--- src/rtl/conv_window_buffer_if.sv ---
// Pixel stream in, 3x3 window out, and the calc handshake between the
// window buffer and the convolution stages. The master side is the
// pixel source and the convolution stage. The slave side is the window buffer.
interface conv_window_buffer_if #(
    parameter int CNT_W = 8
) ();
    logic [3:0]           pixel_in;
    logic                 pixel_valid;
    logic                 pixel_ready;
    logic                 calc_done;
    logic [2:0][2:0][3:0] pixels;
    logic                 calc_enable;
    logic [CNT_W-1:0]     win_row;
    logic [CNT_W-1:0]     win_col;
    logic                 frame_done;

    modport master (
        output pixel_in,
        output pixel_valid,
        output calc_done,
        input  pixel_ready,
        input  pixels,
        input  calc_enable,
        input  win_row,
        input  win_col,
        input  frame_done
    );

    modport slave (
        input  pixel_in,
        input  pixel_valid,
        input  calc_done,
        output pixel_ready,
        output pixels,
        output calc_enable,
        output win_row,
        output win_col,
        output frame_done
    );
endinterface

--- src/rtl/conv_window_buffer.sv ---
// Raster-to-window front end for the Sobel path. Two line buffers
// reconstruct the column above each incoming pixel. A 3x3 shift window is
// issued for every full neighbourhood, and the input is stalled until the
// convolution stage returns calc_done.
module conv_window_buffer #(
    parameter int IMG_W = 8,
    parameter int IMG_H = 8,
    parameter int CNT_W = 8
) (
    input  logic                 clk,
    input  logic                 rst,
    conv_window_buffer_if.slave  bus
);
    localparam int AW = (IMG_W > 1) ? $clog2(IMG_W) : 1;
    localparam logic [CNT_W-1:0] COL_LAST = CNT_W'(IMG_W - 1);
    localparam logic [CNT_W-1:0] ROW_LAST = CNT_W'(IMG_H - 1);
    localparam logic [CNT_W-1:0] ONE      = CNT_W'(1);
    localparam logic [CNT_W-1:0] TWO      = CNT_W'(2);

    typedef enum logic [1:0] {
        ST_ACCEPT = 2'd0,
        ST_ISSUE  = 2'd1,
        ST_WAIT   = 2'd2
    } state_t;

    state_t state;
    state_t state_next;

    // Line buffers: lb0 holds row r-1 and lb1 holds row r-2, one entry per column.
    logic [3:0] lb0 [IMG_W];
    logic [3:0] lb1 [IMG_W];

    logic [2:0][2:0][3:0] win;
    logic [CNT_W-1:0]     row;
    logic [CNT_W-1:0]     col;
    logic [CNT_W-1:0]     win_row_q;
    logic [CNT_W-1:0]     win_col_q;
    logic                 last_win;

    logic [AW-1:0]        col_idx;
    logic                 accept;
    logic                 at_col_last;
    logic                 at_row_last;
    logic                 win_valid;

    logic                 pixel_ready_c;
    logic                 calc_enable_c;
    logic                 frame_done_c;

    assign col_idx     = col[AW-1:0];
    assign accept      = bus.pixel_valid & pixel_ready_c;
    assign at_col_last = (col == COL_LAST);
    assign at_row_last = (row == ROW_LAST);
    // Only neighbourhoods that lie fully inside one row pair are windows.
    // This also suppresses the two columns that straddle a row wrap.
    assign win_valid   = (row >= TWO) && (col >= TWO);

    // State register.
    always_ff @(posedge clk) begin
        if (rst) begin
            state <= ST_ACCEPT;
        end else begin
            state <= state_next;
        end
    end

    // Next-state logic: accept until a window completes, issue once, then wait for calc_done.
    always_comb begin
        state_next = state;
        unique case (state)
            ST_ACCEPT: begin
                if (accept && win_valid) begin
                    state_next = ST_ISSUE;
                end
            end
            ST_ISSUE: begin
                state_next = ST_WAIT;
            end
            ST_WAIT: begin
                if (bus.calc_done) begin
                    state_next = ST_ACCEPT;
                end
            end
            default: begin
                state_next = ST_ACCEPT;
            end
        endcase
    end

    // Output decode. pixel_ready depends on state only, never on pixel_valid.
    always_comb begin
        pixel_ready_c = 1'b0;
        calc_enable_c = 1'b0;
        frame_done_c  = 1'b0;
        unique case (state)
            ST_ACCEPT: pixel_ready_c = 1'b1;
            ST_ISSUE:  calc_enable_c = 1'b1;
            ST_WAIT:   frame_done_c  = bus.calc_done & last_win & ~rst;
            default:   pixel_ready_c = 1'b0;
        endcase
    end

    // Line buffer update on each accepted pixel. The buffers are not reset,
    // because the first two rows of a frame never issue a window.
    always_ff @(posedge clk) begin
        if (!rst && accept) begin
            lb1[col_idx] <= lb0[col_idx];
            lb0[col_idx] <= bus.pixel_in;
        end
    end

    // Window shift, raster counters and capture of the window centre coordinates.
    always_ff @(posedge clk) begin
        if (rst) begin
            win       <= '0;
            row       <= '0;
            col       <= '0;
            win_row_q <= '0;
            win_col_q <= '0;
            last_win  <= 1'b0;
        end else if (accept) begin
            for (int unsigned r = 0; r < 3; r++) begin
                win[r][0] <= win[r][1];
                win[r][1] <= win[r][2];
            end
            win[0][2] <= lb1[col_idx];
            win[1][2] <= lb0[col_idx];
            win[2][2] <= bus.pixel_in;

            if (at_col_last) begin
                col <= '0;
                row <= at_row_last ? '0 : row + ONE;
            end else begin
                col <= col + ONE;
            end

            if (win_valid) begin
                win_row_q <= row - ONE;
                win_col_q <= col - ONE;
                last_win  <= at_col_last & at_row_last;
            end
        end
    end

    assign bus.pixel_ready = pixel_ready_c;
    assign bus.calc_enable = calc_enable_c;
    assign bus.frame_done  = frame_done_c;
    assign bus.pixels      = win;
    assign bus.win_row     = win_row_q;
    assign bus.win_col     = win_col_q;
endmodule

--- src/flat_wrapper.sv ---
// flat-port wrapper written by rule: the top's interface ports become plain ports
module conv_window_buffer_flat 
#(
    parameter int IMG_W = 8,
    parameter int IMG_H = 8,
    parameter int CNT_W = 8
)
  (clk, rst, bus_pixel_in, bus_pixel_valid, bus_calc_done, bus_pixel_ready, bus_pixels, bus_calc_enable, bus_win_row, bus_win_col, bus_frame_done);
  conv_window_buffer_if #(.CNT_W(CNT_W)) bus_i ();
  input  logic clk;
  input  logic rst;
  input wire logic [$bits(bus_i.pixel_in)-1:0] bus_pixel_in;
  input wire logic [$bits(bus_i.pixel_valid)-1:0] bus_pixel_valid;
  input wire logic [$bits(bus_i.calc_done)-1:0] bus_calc_done;
  output wire logic [$bits(bus_i.pixel_ready)-1:0] bus_pixel_ready;
  output wire logic [$bits(bus_i.pixels)-1:0] bus_pixels;
  output wire logic [$bits(bus_i.calc_enable)-1:0] bus_calc_enable;
  output wire logic [$bits(bus_i.win_row)-1:0] bus_win_row;
  output wire logic [$bits(bus_i.win_col)-1:0] bus_win_col;
  output wire logic [$bits(bus_i.frame_done)-1:0] bus_frame_done;
  assign bus_i.pixel_in = bus_pixel_in;
  assign bus_i.pixel_valid = bus_pixel_valid;
  assign bus_i.calc_done = bus_calc_done;
  assign bus_pixel_ready = bus_i.pixel_ready;
  assign bus_pixels = bus_i.pixels;
  assign bus_calc_enable = bus_i.calc_enable;
  assign bus_win_row = bus_i.win_row;
  assign bus_win_col = bus_i.win_col;
  assign bus_frame_done = bus_i.frame_done;
  conv_window_buffer #(.IMG_W(IMG_W), .IMG_H(IMG_H), .CNT_W(CNT_W)) u_core (.clk(clk), .rst(rst), .bus(bus_i));
endmodule
--- config.mk ---
export PLATFORM = sky130hd
export DESIGN_NAME = conv_window_buffer_flat
export DESIGN_NICKNAME = d
export VERILOG_FILES = /design/src/rtl/conv_window_buffer_if.sv /design/src/rtl/conv_window_buffer.sv /design/src/flat_wrapper.sv
export SDC_FILE = /design/constraint.sdc
export NUM_CORES = 1
export LEC_CHECK = 0
export BUFFER_PORTS_ARGS = -buffer_cell sky130_fd_sc_hd__buf_2
export CELL_PAD_IN_SITES_DETAIL_PLACEMENT = 0
export CELL_PAD_IN_SITES_GLOBAL_PLACEMENT = 1
export CORE_UTILIZATION = 40
export CTS_CLUSTER_DIAMETER = 60
export CTS_CLUSTER_SIZE = 30
export DETAILED_ROUTE_END_ITERATION = 16
export HOLD_SLACK_MARGIN = 0.12
export PLACE_DENSITY_LB_ADDON = 0.1
export REMOVE_ABC_BUFFERS = 1
export SLEW_MARGIN = 10
export SYNTH_ARGS = -nofsm -noshare
export SYNTH_HDL_FRONTEND = slang
export SYNTH_SLANG_ARGS = --single-unit
--- constraint.sdc ---
create_clock -name clk -period 2.6 [get_ports clk]
set_input_delay 0.13 -clock clk [delete_from_list [all_inputs] [get_ports clk]]
set_output_delay 0.13 -clock clk [all_outputs]
set_load 0.05 [all_outputs]
Word-level counts from Yosys, hierarchy flattened
Memory sizes are Yosys's and may differ from the RTL's. A register that Yosys moved wholly into a read port is not among the register bits.
Cells that the tools add are included.
{ "word_totals": {"reg_bits": 67, "ramBits": 64, "out_inout_bits": 55, "word_cells": 53, "memories": 2} }
{ "classes": {"n_addsub": 4, "n_lt_le_gt_ge": 2, "eq_ne": 6, "muxes": 12, "n_bitwise": 5, "n_reduce_logical": 8} }
{ "memory_table": {"columns": ["name", "words", "width", "read_ports", "rd_clocked_by_memory_dff", "write_ports", "line", "source"], "rows": [
  ["u_core.lb0", 8, 4, 1, 1, 1, "conv_window_buffer.sv:30", "logic [3:0] lb0 [IMG_W];"],
  ["u_core.lb1", 8, 4, 1, 1, 1, "conv_window_buffer.sv:31", "logic [3:0] lb1 [IMG_W];"]
]} }
{ "ops": {"columns": ["cell", "n"], "rows": [
  ["$add 8x1->8 const B", 2],
  ["$eq 8x3->1 const B", 2],
  ["$ge 8x2->1 const B", 2],
  ["$mux 8", 2],
  ["$sub 8x1->8 const B", 2],
  ["$mux 3", 2],
  ["$pmux 2 s3", 1],
  ["$reduce_and 2->1", 3],
  ["$mux 1", 5],
  ["$and 1x1->1", 4],
  ["$mux 2", 2],
  ["$logic_and 1x1->1", 3],
  ["$eq 2x1->1 const B", 1],
  ["$eq 2x2->1 const B", 1],
  ["$logic_not 2->1", 1],
  ["$ne 2x1->1 const B", 1],
  ["$ne 2x2->1 const B", 1],
  ["$logic_not 1->1", 1],
  ["$not 1->1", 1]
]} }

Logic depth before layout (Yosys ltp)
Gate-level depths: netlist (run 1).
{ "depth": {"ltp_word": 6, "depth_mapped": 8} }

Worst setup path after synthesis (run 1)
No wires, ideal clock.
{ "synth_path": {"kind": "register to register", "from": "register u_core.col[2]", "to": "memory u_core.lb0[4][0] (enable)", "setup_time_ns": 0.398, "arrival_ns": 1.938, "setup_slack_ns": 0.264, "stages_incl_launch_ff": 4, "n_path_buf": 2, "period_less_slack_ns": 2.336, "cell_sequence": "dfxtp_1 -> clkbuf_1 -> buf_1 -> nor4b_1"} }
{ "synth_lines": {"columns": ["item", "line", "source"], "rows": [
  ["from (decl)", "conv_window_buffer.sv:35", "logic [CNT_W-1:0] col;"],
  ["from (signal assigned)", "conv_window_buffer.sv:134", "col <= col + ONE;"],
  ["to (decl)", "conv_window_buffer.sv:30", null]
]} }
Straight into the memory's write port.

Worst setup path in the final report (run 1)
{ "layout_path": {"from": "register u_core.row[0]", "to": "register u_core.win_col_q[5], in the netlist u_core.bus.win_col[5]"} }
{ "layout_between": {"elab_chain_len": 3} }
{ "layout_rtl": {"columns": ["item", "line", "source"], "rows": [
  ["from (decl)", "conv_window_buffer.sv:34", "logic [CNT_W-1:0] row;"],
  ["from (signal assigned)", "conv_window_buffer.sv:132", "row <= at_row_last ? '0 : row + ONE;"],
  ["$ge 8x2->1", "conv_window_buffer.sv:56", "assign win_valid = (row >= TWO) && (col >= TWO);"],
  ["$logic_and 1x1->1", "conv_window_buffer.sv:56", null],
  ["$reduce_and 2->1 (no source line)", null, null],
  ["to (signal assigned)", "conv_window_buffer.sv:139", "win_col_q <= col - ONE;"],
  ["to (decl)", "conv_window_buffer.sv:37", "logic [CNT_W-1:0] win_col_q;"]
]} }
Every way passes these cells.
A chain may end at the register's enable or synchronous reset.

==> results of run 1 <==
layer usage:
metal / up-vias / share of wire / GRT usage
li1: 1855 / - / -
met1: 1860 / 0.47 / 0.235
met2: 65 / 0.48 / 0.301
met3: 21 / 0.030 / 0.0406
met4: 0 / 0.020 / 0.0802
met5: - / 0 / 0
layout by cell type (no fill, tap or decap), drive strengths merged, types with 5 or more instances in the layout:
master / instances
xor2: 6
clkbuf: 20
a21oi: 48
buf: 84
nor4: 7
dlygate4sd3: 5
a311oi: 12
nor2: 35
mux4: 16
or3: 6
ha: 6
nor3: 9
edfxtp: 64
or4: 5
xnor2: 16
nand2: 68
nand3: 6
o21ai: 15
inv: 9
dfxtp: 74
clkinv: 5
registers in the layout, summed over array words and instances (netlist names), named ones only:
name,flops
u_core.lb1,32
u_core.lb0,32
u_core.row,8
u_core.bus.pixels,36
u_core.last_win,1
u_core.col,8
u_core.state,2
u_core.bus.win_row,8
u_core.bus.win_col,8
worst register-to-register path, delay by kind of cell, from the launching register on:
| kind | cells | cell delay, ns |
|---|---|---|
| buf+inv | 1 | 0.12 |
| flops | 1 | 0.41 |
| simple gates | 1 | 0.43 |
| compound gates | 3 | 1.01 |
| fa+ha+maj | 1 | 0.20 |
final cells by class:
cell class / count / area, sq um / share of cell area
timing repair buffer: 89 / 526 / 0.0773
clock buffer: 20 / 447 / 0.0657
multi-input combinational: 291 / 2050 / 0.302
clock inverter: 12 / 124 / 0.0182
tap: 180 / 225 / 0.0331
sequential: 138 / 3400 / 0.500
inverter: 7 / 26.3 / 0.00386
what timing repair did:
item	4_1_cts	5_1_grt
resized for setup	0	0
hold buffers	5	0
endpoints found under the hold margin	37	0
where the power goes:
group	internal, mW	leakage, nW	switching [mW]
Sequential	2.32	1.18	0.0297
Clock	1.43	0.274	0.894
Combinational	0.112	0.994	0.258
Total	3.87	2.45	1.18
worst max-delay path by stage:
stage,startpoint,endpoint,slack (ns)
after global routing,u_core.row[0],u_core.bus.win_col[6],0.13
after floorplan,u_core.state[1],u_core.lb0[4][0],-0.82
after detailed placement,u_core.row[0],u_core.bus.win_col[5],0.32
after global placement,u_core.row[0],u_core.bus.win_row[4],0.41
final,u_core.row[0],u_core.bus.win_col[5],0.27
after CTS,u_core.row[0],u_core.bus.win_col[5],0.31
through the flow:
stage	worst slack (ns)	setup TNS [ns]	hold slack, ns
floorplan	-0.818	-18.61	0.198
global placement	0.415	0	0.416
detailed placement	0.317	0	0.431
CTS	0.313	0	0.217
global route	0.128	0	0.246
finish	0.274	0	0.238
kinds of logic (layout without fill, tap and decap cells):
| logic type | count (synthesis) | after routing | share of synthesized area |
|---|---|---|---|
| AO/OA/AOI/OAI | 84 | 84 | 0.101 |
| XOR/XNOR | 22 | 22 | 0.0341 |
| adder cells (fa/ha/maj) | 6 | 6 | 0.0133 |
| flip-flops | 138 | 138 | 0.603 |
| multiplexers | 21 | 21 | 0.0735 |
| AND/OR/NAND/NOR | 158 | 158 | 0.140 |
| buffers and inverters | 43 | 128 | 0.0354 |
==> results.cfg, run 1 <==
[pwr]
p_per_area_nw_per_um2 = 742
ir_drop_uv = 477
power_mw = 5.05
leakagePower_nw = 2.45

[logic_synthesis]
yosysTopAreaCellShare = 0.340
synth.distinct_cells = 47
synthArstFlopShare = 0
synth.cell_area_sq_um = 5650
synth_edf_count = 64
ys_seq_area_frac = 0.603
synth-main-ff-cell = dfxtp_1
synth_warnings = 0
synth_largest_area_cell = edfxtp_1
post-synth-top-count-cell = dfxtp_1
ys_ff_latch = 138
synthCells = 472
synth_common_cells = dfxtp_1 (74), nand2_1 (68), edfxtp_1 (64)
yosys-top-cells-area = edfxtp_1 (34%), dfxtp_1 (26%), mux4_2 (6.4%), nand2_1 (4.5%), a21oi_1 (4.3%)
avgSynthCellArea_sq_um = 12.0

[final_layout]
area_delta_synth_final_pct = 20.4
n_fill_cell = 1232
layout-drive-gt1-share = 0.278
nets = 558
insertedDiodeCount = 0
final_cell_area_sq_um = 6800
layoutNonFillerInstCount = 737
finalCoreUtilization = 0.492

[clocking]
insertion_delay_ns = 0.41
cts_setup_buffers = 0
cts_tree = done
cts-root-buf = clkbuf_16
clockBufferDepth = 2
cts.sinks = 138
numCtsBuffers = 17
clk_pin_slew_worst_paths_ns = 0.06
h-tree-depth = 4

[critical_path]
cp_max_fo = 26
critical_path_buf_inv_count = 1
r2r_slack_ns = 0.27
arrival_ns = 2.57
reg2reg_to = u_core.bus.win_col[5]
worst_setup_path_end_kind = flip-flop
crit_slowest_cell = o21a_1
max_stage_delay_ns = 0.58
crit_chain = inv_1 -> ha_1 -> or4_1 -> o21a_1 -> a21oi_1 -> a311oi_2
critical_path_depth = 6
start_kind = flip-flop
path_delay_family = compound AO/OA/AOI/OAI gates
reg2reg_depth = 6
r2r-start = u_core.row[0]
criticalPathCategory = flip-flop to flip-flop
cp.required_ns = 2.84

[outcome]
status = finished clean

[sta]
fmax_mhz = 430
tightest_slew_ns = 1.09
setup_violations = 0
hold_violations = 0
fin_crit_sh = 0.895
slew_violations = 0
rsz0062_at_grt = false
fin_crit_ns = 2.33
max_slew_margin = 0.273
finClkSkew_ns = 0.00640

[detailed_routing]
via_count = 3801
drt_wl_total_um = 12400
drc = 0
viasPerCell = 5.16
first_pass_iters = 4
ant_nets = 0
drtIter0Drc = 168
wire_per_inst_um = 16.8

[floorplanning]
die_area_sq_um = 14600
rows = 43
io_pins = 63
die_w_um = 121
start_util = 0.408
core_region_area_sq_um = 13800
die_h_um = 121

[worst_hold_path]
min_from = bus_pixel_valid
hold_path.class = primary input to flip-flop
hold_depth = 4

[grt]
grt_max_degree = 39
grt_pass1_wl_um = 20000
grt_use_total = 0.185
grt_pass1_vias = 3724
grt_antenna_before_repair = 0
overflow = 0

[place]
place_area_sq_um = 6180
gp_congestion = 0.728
dp_hpwl_um = 8290
dp.cells = 700
port_buffers = 62

[run]
cap_violations = 0
(Power assumes the default switching activity.)
==> run 2: changes to the inputs <==
--- a/config.mk
+++ b/config.mk
@@ -15,7 +15,6 @@
 export HOLD_SLACK_MARGIN = 0.12
 export PLACE_DENSITY_LB_ADDON = 0.1
 export REMOVE_ABC_BUFFERS = 1
-export SLEW_MARGIN = 10
 export SYNTH_ARGS = -nofsm -noshare
 export SYNTH_HDL_FRONTEND = slang
 export SYNTH_SLANG_ARGS = --single-unit
==> constraint.sdc (replaced) <==
create_clock -name clk -period 2.79 [get_ports clk]
set_input_delay 0.1395 -clock clk [delete_from_list [all_inputs] [get_ports clk]]
set_output_delay 0.1395 -clock clk [all_outputs]
set_load 0.05 [all_outputs]
==> run 2 against run 1 <==
Combinational power is 8.6% lower. Routed wire length shrank 1.3%. Clock skew up 0.0078 ns. Via count shrank 0.16%. Cell count shrank 0.68%. Register-to-register slack improved by 0.17 ns. Global-route usage shrank 0.14 points. Sequential cell count stayed put. First-iteration DRC count is 39% higher. Clock power is 2% lower. Setup slack improved by 0.17 ns. Clock-buffer cell count shrank 2. Largest cell class unchanged.
==> results.cfg, run 2 (same netlist as run 1, synthesis figures left out) <==
[place]
dp_hpwl_um = 8030
dp_slack_ns = 0.470
port_buffers = 62
gp_congestion = 0.826

[clocking]
ctsResizeCount = 0
h-tree-depth = 4
cts_tree = done
cts-root-buf = clkbuf_16
clockBufferDepth = 2
numCtsBuffers = 17
insertion_delay_ns = 0.42
clk_pin_slew_worst_paths_ns = 0.06
cts.sinks = 138

[sta]
max_slew_margin = 0.278
hold_violations = 0
rsz0062_at_grt = false
fmax_mhz = 426
setup_violations = 0
slew_violations = 0
layout_setup_ws_ns = 0.441
fin_crit_sh = 0.842
fin_crit_ns = 2.35
tightest_slew_ns = 1.08
finClkSkew_ns = 0.0142

[pwr]
leakagePower_nw = 2.43
power_mw = 4.81
p_per_area_nw_per_um2 = 708
ir_drop_uv = 386

[critical_path]
criticalPathCategory = flip-flop to flip-flop
start_kind = flip-flop
r2r_slack_ns = 0.44
cp.required_ns = 3.04
arrival_ns = 2.60
cp_max_fo = 26
worst_setup_path_end_kind = flip-flop

[detailed_routing]
drc = 0
via_count = 3795
drtIter0Drc = 234
first_pass_iters = 4
wire_per_inst_um = 16.7
ant_nets = 0
viasPerCell = 5.18
drt_wl_total_um = 12200

[final_layout]
insertedDiodeCount = 0
register_area_sq_um = 3400
layout-drive-gt1-share = 0.274
area_delta_synth_final_pct = 20.3
nets = 553
n_fill_cell = 1263
layout_common_cells = dfxtp_1 (74), nand2_1 (68), edfxtp_1 (64)
multi_input_area_sq_um = 2050
largest_reg_flops = 36
finalCoreUtilization = 0.491
layout_commonest_cell = dfxtp_1

[grt]
grt_antenna_before_repair = 0
grt_pass1_wl_um = 19800
overflow = 0
grt_use_total = 0.183
grt_pass1_vias = 3794
grt_max_degree = 38

[worst_hold_path]
hold_path.class = primary input to flip-flop

[outcome]
status = finished clean

[run]
cap_violations = 0

[floorplanning]
start_util = 0.408
die_area_sq_um = 14600
core_region_area_sq_um = 13800
rows = 43
die_w_um = 121
die_h_um = 121
io_pins = 63
==> run 2: through the flow <==
stage	setup TNS, ns	hold WS (ns)	std cells	cell area, sq um
6_report	0	0.233	732	6790
5_1_grt	0	0.254	732	6790
4_1_cts	0	0.216	732	6790
3_5_place_dp	0	0.431	695	6140
3_3_place_gp	0	0.424	695	6140
2_1_floorplan	-11.52	0.207	436	5470
==> run 2: per-layer routing <==
metal	vias up	part of all wire	GRT usage
met4	0	0.014	0.0795
met3	13	0.033	0.0462
met5	-	0	0
met2	62	0.52	0.318
li1	1851	-	-
met1	1869	0.44	0.213
==> run 2: cell type report <==
cell class,count,area share
well taps,180,0.0332
multi-input cells,291,0.302
clock inverters,14,0.0251
repair buffers,84,0.0718
clock buffers,18,0.0632
flip-flops and latches,138,0.501
inverters,7,0.00387
==> run 2: what timing repair did <==
| item | 4_1_cts | 5_1_grt |
|---|---|---|
| setup buffers | 0 | 0 |
| hold buffers | 5 | 0 |
| endpoints found under the hold margin | 37 | 0 |
==> run 2: worst max-delay path: stages (launching register included) <==
cell      delay (ns)
dfxtp_1         0.40
inv_1           0.11
ha_1            0.20
or4_1           0.44
o21a_1          0.58
a21oi_1         0.35
a311oi_2        0.07
==> run 2: final timing paths <==
kind	from	depth (start not counted)	end
setup / recovery	u_core.row[0]	6	u_core.bus.win_col[3]
hold / removal	rst	2	u_core.col[5]
setup reg to reg	u_core.row[0]	6	u_core.bus.win_col[3]
hold reg to reg	u_core.bus.pixels[15]	2	u_core.bus.pixels[15]
==> run 2: power by group <==
group | switching [mW] | internal, mW | total [mW]
combinational | 0.236 | 0.102 | 0.338
sequential | 0.0293 | 2.17 | 2.19
clock | 0.871 | 1.41 | 2.28
==> run 3: changes to the inputs <==
==> constraint.sdc (replaced) <==
create_clock -name clk -period 2.3 [get_ports clk]
set_input_delay 0.115 -clock clk [delete_from_list [all_inputs] [get_ports clk]]
set_output_delay 0.115 -clock clk [all_outputs]
set_load 0.05 [all_outputs]
==> run 3 against run 2 <==
Via count increased by 0.61%. Critical path type unchanged. Sequential share of layout area down 0.17 points. Register-to-register slack worse by 0.07 ns. Clock skew is 0.0096 ns lower. Global-route usage is 0.33 points higher. Routed wire length about the same. Sequential cell count unchanged. Critical endpoint is now u_core.bus.win_col[2]. Combinational power grew 24%. Critical path depth grew 1.
==> results.cfg, run 3 (same netlist as run 1, synthesis figures left out) <==
[place]
port_buffers = 62
dp_hpwl_um = 8190
place_area_sq_um = 6200
gp_congestion = 0.788

[grt]
grt_use_total = 0.186
grt_pass1_wl_um = 20200
grt_max_degree = 37
overflow = 0
grt_antenna_before_repair = 0
grt_pass1_vias = 3764

[critical_path]
arrival_ns = 2.20
cp-endpoint = u_core.bus.win_col[2]
r2r-start = u_core.row[0]
cp.required_ns = 2.57
cp_max_fo = 16
startpoint = u_core.row[0]
worst_setup_path_end_kind = flip-flop
reg2reg_depth = 7
r2r_slack_ns = 0.37
reg2reg_to = u_core.bus.win_col[2]
criticalPathCategory = flip-flop to flip-flop
start_kind = flip-flop

[detailed_routing]
drc = 0
top_layer = met4
via_count = 3818
wire_per_inst_um = 16.6
ant_nets = 0
wl_met1_um = 5330
wl_met3_um = 467
viasPerCell = 5.17
drtIter0Drc = 215
drt_wl_total_um = 12200
first_pass_iters = 4
met2WireLength_um = 6220

[final_layout]
layout-drive-gt1-share = 0.277
finalCoreUtilization = 0.493
insertedDiodeCount = 0
final_cell_area_sq_um = 6820
largest_reg_flops = 36
layout_common_cells = dfxtp_1 (74), nand2_1 (68), edfxtp_1 (64)
nets = 560
area_delta_synth_final_pct = 20.7
layout_commonest_cell = dfxtp_1

[sta]
fmax_mhz = 518
max_slew_margin = 0.644
finClkSkew_ns = 0.00461
rsz0062_at_grt = false
setup_violations = 0
slew_violations = 0
tightest_slew_ns = 0.534
fin_crit_sh = 0.839
whs_ns = 0.174
setup_tns_ns = 0
fin_crit_ns = 1.93
hold_violations = 0

[floorplanning]
core_region_area_sq_um = 13800
die_w_um = 121
rows = 43
io_pins = 63
start_util = 0.408
die_h_um = 121
die_area_sq_um = 14600

[run]
cap_violations = 0

[clocking]
ctsResizeCount = 0
h-tree-depth = 4
cts.sinks = 138
numCtsBuffers = 17
cts-root-buf = clkbuf_16
clockBufferDepth = 2
cts_hold_buf = 5
cts_tree = done
cts_setup_buffers = 0
insertion_delay_ns = 0.41
clk_pin_slew_worst_paths_ns = 0.06

[pwr]
leakagePower_nw = 2.45
p_per_area_nw_per_um2 = 836
ir_drop_uv = 425

[outcome]
status = finished clean

[worst_hold_path]
hold_path.class = primary input to flip-flop
run 3: cell count changes in the layout (fill, tap and decap cells not counted), sizes merged:
cell,change
buf,+7
bufinv,-1
clkbuf,+2
clkinvlp,+1
inv,-2
run 3: worst min-delay path by stage:
stage | from | to | slack (ns) | cells after the start
4_1_cts | rst | u_core.state[1] | 0.15 | 2
6_report | rst | u_core.state[1] | 0.17 | 2
5_1_grt | rst | u_core.state[1] | 0.18 | 2
3_3_place_gp | bus_pixel_in[2] | u_core.lb0[5][2] | 0.40 | 1
2_1_floorplan | rst | u_core.bus.win_col[2] | 0.18 | 1
3_5_place_dp | bus_pixel_in[2] | u_core.lb0[7][2] | 0.41 | 1
run 3: final cells by class:
type / count / area (sq um)
Sequential cell: 138 / 3400
Clock buffer: 20 / 447
Multi-Input combinational cell: 291 / 2050
Clock inverter: 12 / 124
Fill cell: 1263 / 7010
Inverter: 7 / 26.3
Timing Repair Buffer: 91 / 541
Tap cell: 180 / 225
run 3: per-layer routing:
metal	up-vias	GRT usage
li1	1864	-
met1	1865	0.227
met2	74	0.311
met3	15	0.0519
met4	0	0.0764
met5	-	0
run 3: critical path: stages, from the launching register on:
cell      delay, ns
dfxtp_1        0.40
inv_1          0.11
ha_1           0.20
or4_1          0.42
o21a_1         0.20
buf_4          0.20
a21oi_1        0.20
a311oi_2       0.06
run 3: per-stage QoR:
| step | instances | setup WS, ns | power [mW] |
|---|---|---|---|
| final | 739 | 0.371 | 5.70 |
| after global routing | 739 | 0.227 | 5.92 |
| after CTS | 739 | 0.364 | 5.77 |
| after detailed placement | 702 | 0.375 | 3.13 |
| after global placement | 702 | 0.451 | 3.13 |
| after floorplan | 436 | -1.12 | 2.98 |
run 3: where the power goes:
part           internal, mW  switching [mW]  total, mW  leakage [nW]
Clock                  1.61            1.00       2.62         0.265
Combinational         0.127           0.293      0.420          1.00
Sequential             2.63          0.0319       2.66          1.18
